`src/rtl/stf_seq_ctrl.sv`:
```
// STF burst sequencer: steps the STF generator address NUM_REPS x 16 times and
// registers each sample into a valid/ready stage. Define STF_WINDOW_EN to halve the first sample.
module stf_seq_ctrl #(
    parameter int unsigned NUM_REPS = 10,
    parameter int unsigned SAMPLE_W = 32
) (
    input  logic                clk,
    input  logic                rstn,
    input  logic                start,
    input  logic                abort,
    input  logic [23:0]         coeffs_in,
    output logic [3:0]          stf_addr,
    output logic [23:0]         stf_coeffs,
    input  logic [SAMPLE_W-1:0] stf_symbol,
    output logic [SAMPLE_W-1:0] out_data,
    output logic                out_valid,
    input  logic                out_ready,
    output logic                out_last,
    output logic                busy,
    output logic                done
);

    typedef enum logic [1:0] {StIdle, StRun, StDrain} state_e;

    localparam logic [7:0] LastCount = 8'(NUM_REPS * 16 - 1);

    state_e              state;
    logic [7:0]          count;
    logic [SAMPLE_W-1:0] sample;
    logic                load;
    logic                accept;

`ifdef STF_WINDOW_EN
    localparam int unsigned HalfW = SAMPLE_W / 2;

    logic signed [HalfW-1:0] win_i;
    logic signed [HalfW-1:0] win_q;

    // Time-domain window: the first sample of the burst is halved per I/Q half.
    always_comb begin
        win_i  = $signed(stf_symbol[SAMPLE_W-1:HalfW]) >>> 1;
        win_q  = $signed(stf_symbol[HalfW-1:0]) >>> 1;
        sample = (count == 8'd0) ? {win_i, win_q} : stf_symbol;
    end
`else
    assign sample = stf_symbol;
`endif

    assign load   = (state == StRun) && (!out_valid || out_ready);
    assign accept = out_valid && out_ready;
    // Pulses in the acceptance cycle itself, so the block is still in DRAIN and ignores start.
    assign done   = (state == StDrain) && accept && !abort;

    always_ff @(posedge clk or negedge rstn) begin
        if (!rstn) begin
            state      <= StIdle;
            count      <= 8'd0;
            stf_addr   <= 4'd0;
            stf_coeffs <= 24'd0;
            out_data   <= '0;
            out_valid  <= 1'b0;
            out_last   <= 1'b0;
            busy       <= 1'b0;
        end else if (abort) begin
            state     <= StIdle;
            count     <= 8'd0;
            stf_addr  <= 4'd0;
            out_valid <= 1'b0;
            out_last  <= 1'b0;
            busy      <= 1'b0;
        end else begin
            unique case (state)
                StIdle: begin
                    if (start) begin
                        stf_coeffs <= coeffs_in;
                        count      <= 8'd0;
                        stf_addr   <= 4'd0;
                        busy       <= 1'b1;
                        state      <= StRun;
                    end
                end
                StRun: begin
                    if (load) begin
                        out_data  <= sample;
                        out_valid <= 1'b1;
                        out_last  <= (count == LastCount);
                        count     <= count + 8'd1;
                        stf_addr  <= count[3:0] + 4'd1;
                        if (count == LastCount) begin
                            state <= StDrain;
                        end
                    end
                end
                StDrain: begin
                    if (accept) begin
                        out_valid <= 1'b0;
                        out_last  <= 1'b0;
                        busy      <= 1'b0;
                        state     <= StIdle;
                    end
                end
                default: state <= StIdle;
            endcase
        end
    end

endmodule

```
`config.mk`:
```
export PLATFORM = sky130hd
export DESIGN_NAME = stf_seq_ctrl
export DESIGN_NICKNAME = d
export VERILOG_FILES = /design/src/rtl/stf_seq_ctrl.sv
export SDC_FILE = /design/constraint.sdc
export NUM_CORES = 1
export LEC_CHECK = 0
export BUFFER_PORTS_ARGS = -buffer_cell sky130_fd_sc_hd__clkbuf_2
export CORE_MARGIN = 3
export CORE_UTILIZATION = 49
export CTS_BUF_LIST = sky130_fd_sc_hd__clkbuf_4 sky130_fd_sc_hd__clkbuf_8
export CTS_CLUSTER_DIAMETER = 80
export DETAILED_ROUTE_END_ITERATION = 10
export PLACE_DENSITY = 0.82
export SYNTH_ARGS = -nofsm -noshare
export SYNTH_HDL_FRONTEND = slang
export SYNTH_SLANG_ARGS = --single-unit
export TNS_END_PERCENT = 20
```
`constraint.sdc`:
```
create_clock -name clk -period 1.8 [get_ports clk]
set_input_delay 0.27 -clock clk [delete_from_list [all_inputs] [get_ports clk]]
set_output_delay 0.27 -clock clk [all_outputs]
set_load 0.01 [all_outputs]
```
# Yosys cells after proc, flatten, opt, wreduce, memory -nomap -nowiden
# Index checks and enable logic that the tools add are counted.
# totals
ff_bits	73
in_bits	61
out_inout_bits	64
elab_cells	59
# classes
add_sub_neg	2
eq_ne	7
mux	24
n_bitwise	1
reduce_logical	17
# ops
op	count
$mux W8	3
$pmux W8 S2	1
$reduce_and A3 Y1	5
$mux W4	3
$mux W2	5
$ne A3 B3 Y1 const B	3
$reduce_bool A3 Y1	3
$add A8 B1 Y8 const B	1
$eq A8 B8 Y1 const B	1
$pmux W4 S2	1
$mux W1	7
$pmux W1 S2	3
$pmux W2 S3	1
$add A4 B1 Y4 const B	1
$logic_and A1 B1 Y1	4
$reduce_and A4 Y1	1
$ne A3 B2 Y1 const B	1
$eq A2 B1 Y1 const B	1
$eq A2 B2 Y1 const B	1
$logic_not A1 Y1	2
$logic_not A2 Y1	1
$logic_or A1 B1 Y1	1
$not A1 Y1	1

# Depth between registers and ports, before layout
# logic_depth
ltp_word	6
mapped_depth	5
ltp_nobuf	5

# Least setup slack after synthesis
# Ideal clock, no wire load.
# synth_path
path_type	reg2reg
startpoint	register state[0]
endpoint	register stf_coeffs[0]
setup_time_ps	125
arrival_ps	1303
required_time_ps	1675
slack_ps	372
stages_incl_launch_ff	6
n_path_buf	2
path_cell_list	dfrtp_1 > nor2b_1 > and2_1 > buf_4 > buf_6 > mux2_4
# synth_between
elab_chain_cells	2
# synth_lines
element	line	source
start, declared	27	state_e state;
start signal, assigned	56	state <= StIdle;
start signal, assigned	65	state <= StIdle;
start signal, assigned	79	state <= StRun;
$logic_not A2 Y1	72	unique case (state)
$reduce_and A3 Y1 (no line)	--	
end signal, assigned	75	stf_coeffs <= coeffs_in;
end, declared	13	output logic [23:0] stf_coeffs,
# Every way passes these cells.
# A chain may end at the register's enable or synchronous reset.

# Final worst setup path
# layout_path
startpoint	register state[0]
endpoint	output port done
# layout_between
elab_chain_cells	3
# layout_lines
element	line	source
$eq A2 B2 Y1	52	assign done = (state == StDrain) && accept && !abort;
$logic_and A1 B1 Y1 (2 in a row)	52	
end, declared	20	output logic done
# Every way passes these cells.

==> results.md <==
| Quantity | This run | Unit |
|---|---|---|
| Status | completed | - |
| Critical path fanouts, max | 13 | - |
| Capturing element type of the critical path | output port | - |
| Via count of the first global-routing pass | 2151 | - |
| Slowest cell on the critical path | dfrtp_1 | - |
| Die outline area | 6940 | um2 |
| Clock transition at the register clock pins on the worst setup and hold paths after CTS | 0.07 | ns |
| Element type at the critical path start | register | - |
| Net load switching power | 1.13 | mW |
| Die X | 83.3 | um |
| Floorplan core area | 5640 | um2 |
| Starting DRC count in detailed routing | 79 | - |
| Count of buffer and inverter cells on the critical path | 2 | - |
| CTS H-Tree Depth | 3 | - |
| Warning count from the yosys run | 0 | - |
| Peak supply drop | 0.000702 | V |
| Worst endpoint required time | 1.53 | ns |
| Total of buffers placed on input and output ports | 124 | - |
| Area occupied by multi-input gates | 1090 | um2 |
| Library cells used by synthesis | 38 | - |
| Share of the clock period used by the worst path after layout | 96.5 | % |
| Non-Filler Cell Area, Final | 3930 | um2 |
| Total number of vias | 2093 | - |
| Logic pwr share | 20.7 | % |
| Final core area utilization | 69.7 | % |
| Capture point of the worst reg-to-reg path | stf_coeffs[10] | - |
| Min-Delay Path Class | in2reg | - |
| DP Wirelength | 4.36 | mm |
| Worst rel slew slack | 72.2 | % |
| Leak Pwr | 1.96 | nW |
| Power density over the cells | 1160 | nW/um2 |
| Top cell family by delay on the critical path | simple AND/OR/NAND/NOR gates | - |
| Via density | 5.07 | - |
| Clock root cell | clkbuf_8 | - |
| Worst Reg2Reg Path Length in Cells | 6 | - |
| Worst Path Class, Setup | reg2out | - |
| Post-detailed-route wirelength per cell | 14.4 | um |
| Post-synth EDFFs | 0 | - |
| Yosys reg bits | 69 | - |
| Setup Slack @ Placement | 0.275 | ns |
| Number of CTS-inserted buffers | 9 | - |
| Cell-by-cell listing of the critical path | buf_6 -> or3_1 -> nor2_1 -> buf_2 | - |
| Overflow left after global routing | 0 | - |
| Sum Neg Setup Slack | 0 | ns |
| Final setup vio count | 0 | - |
| Worst-skew pair later-pin latency | 0.33 | ns |
| Cell depth of the worst hold path | 2 | - |
| Area occupied by registers | 1730 | um2 |
| Peak clock frequency supported by timing | 576 | MHz |
| Final worst slack | 0.0629 | ns |
| Max Transition Viols Final | 0 | - |
| Share of synthesized area occupied by flip-flops and latches | 59.0 | % |
| Average cell area after synthesis | 14.4 | um2 |
| Initial core utilization | 51.9 | % |
| Detailed Route WL | 5.95 | mm |
| Area delta synth->final | 34.2 | % |
| Number of instances in the synthesized netlist | 203 | - |
| Initial antenna violation count | 0 | - |
| Minimum setup slack among reg-to-reg paths | 0.08 | ns |
| Switching power as a share of total power | 24.6 | % |
| Share of final-layout standard cells stronger than drive strength 1 | 61.9 | % |
| Clock tree from TritonCTS | yes | - |
| Diodes inserted | 0 | - |
| Maximum number of buffers from clock root to sink | 2 | - |
| Clk pwr share | 36.1 | % |
| Fillers | 401 | - |
| Tmin final | 1.74 | ns |
| Ys async rst share | 100 | % |
| Clk_skew | 0.00679 | ns |
| Critical path's largest stage delay | 0.39 | ns |
| 1st-pass router iterations | 4 | - |
| Area after DPL | 3610 | um2 |
| Overall Global Routing Usage | 18.7 | % |
| Reg power frac | 43.2 | % |
| Routability Congestion | 0.810 | - |
| # Max-Cap Violations | 0 | - |
| End of the worst hold path | out_data[27] | - |
| Antenna Violating Nets Remaining | 0 | - |
| Number of I/O pins | 125 | - |
| Total standard cell area after synthesis | 2930 | um2 |
| Startpoint of the worst register-to-register path | state[0] | - |
| Internal power | 3.45 | mW |
| Final hold slack | 0.164 | ns |
| Primary FF master, synth | dfrtp_1 | - |
| Clock tree sinks | 69 | - |
| Mapped Nets | 265 | - |
| Layout net count | 398 | - |
| Worst endpoint data arrival time | 1.47 | ns |
| Actual transition at the worst max-transition pin | 0.411 | ns |
| # DRC | 0 | - |
| Number of hold violations in the final report | 0 | - |
| Maximum number of pins on one net before global-route repair | 70 | - |
| Number of placement rows | 27 | - |
| Worst hold start | stf_symbol[27] | - |
| Vertical die dimension | 83.3 | um |
| First-pass GRT wire length | 10.3 | mm |
## metal layers
metal  share of wire, %  GRT usage [%]
met5                  0              0
met3                8.4           6.05
met1                 45           25.3
met2                 44           27.1
met4                2.3           8.92
## area by class of cell
class	instances	area share (%)
clock buffer	10	3.50
timing repair buffer	135	18.7
multi-input combinational	116	27.7
tap	72	2.29
sequential	69	44.0
inverter	5	0.478
clock inverter	6	3.41
## cells in the final DEF (no fill, tap or decap), types with 2 or more instances in the layout
master / synthesis / routed
nand3b_1: 2 / 2
buf_12: 0 / 2
mux2_4: 20 / 20
o21ai_0: 9 / 9
a21oi_1: 5 / 5
buf_4: 7 / 7
dfrtp_1: 69 / 68
nand2b_1: 2 / 2
inv_1: 5 / 5
clkbuf_8: 0 / 10
clkbuf_2: 0 / 122
buf_2: 4 / 2
or3_1: 4 / 4
xor2_1: 2 / 2
nand2_1: 5 / 5
and2_1: 2 / 2
o2111ai_1: 2 / 2
bufinv_16: 0 / 4
nor2_1: 5 / 5
mux2_2: 36 / 36
nand3_1: 2 / 2
## per-stage QoR
stage          cells  power (mW)
3_3_place_gp     392        2.92
4_1_cts          410        4.64
6_report         413        4.57
3_5_place_dp     392        2.96
2_1_floorplan    203        2.50
5_1_grt          413        4.82
## worst max-delay path by stage
stage	startpoint	end	slack (ns)	cells after the start
after floorplan	state[0]	stf_coeffs[0]	0.37	5
after global placement	state[1]	stf_coeffs[9]	0.32	4
after detailed placement	state[1]	stf_coeffs[10]	0.28	4
after CTS	state[0]	done	0.02	4
after global routing	state[0]	done	-0.004	4
final	state[0]	done	0.06	4
## state kept, by name (all words and copies together), names as in the netlist
signal	count
busy	1
count	5
out_data	32
out_last	1
out_valid	1
state	2
stf_addr	3
stf_coeffs	24
## cell families after synthesis
kind of cell,after synthesis,share of synthesized area [%]
compound gates,27,5.98
xor+xnor,2,0.598
fa+ha+maj,1,0.427
buf+inv,18,3.89
flops,69,59.0
mux,56,24.1
simple gates,30,6.03
## power by group through the flow
stage                     Combinational (mW)  Clock, mW  Sequential (mW)
after CTS                              0.962       1.70             1.98
after floorplan                        0.377          0             2.12
after global routing                    1.02       1.78             2.02
after global placement                 0.933          0             1.99
final                                  0.946       1.65             1.98
after detailed placement               0.950          0             2.01
## cells in the mapped netlist, types with 2 or more instances
library cell	number	area share (%)
nand2_1	5	0.64
mux2_4	20	10
and2_1	2	0.43
buf_2	4	0.68
o2111ai_1	2	0.60
buf_6	2	0.77
or3_1	4	0.85
nor2_1	5	0.64
nand3b_1	2	0.51
nand2b_1	2	0.43
a21oi_1	5	0.85
dfrtp_1	69	59
o21ai_0	9	1.5
xor2_1	2	0.60
buf_4	7	1.8
inv_1	5	0.64
mux2_2	36	14
nand3_1	2	0.34
## worst reg2reg max path: stages (launching register included)
cell,delay (ns)
dfrtp_1,0.39
buf_4,0.13
buf_4,0.12
nor2b_1,0.18
and2_1,0.20
buf_12,0.21
mux2_2,0.36
## repair_timing
| action | 4_1_cts | 5_1_grt |
|---|---|---|
| buffers inserted | 1 | 3 |
| resized for setup | 2 | 1 |
| endpoints found under the setup margin | 1 | 1 |
| pin swaps | 1 | 1 |
| hold endpoints to repair | 69 | 0 |
| hold buffers | 1 | 0 |
No activity file was read; power rests on OpenSTA's default activity.
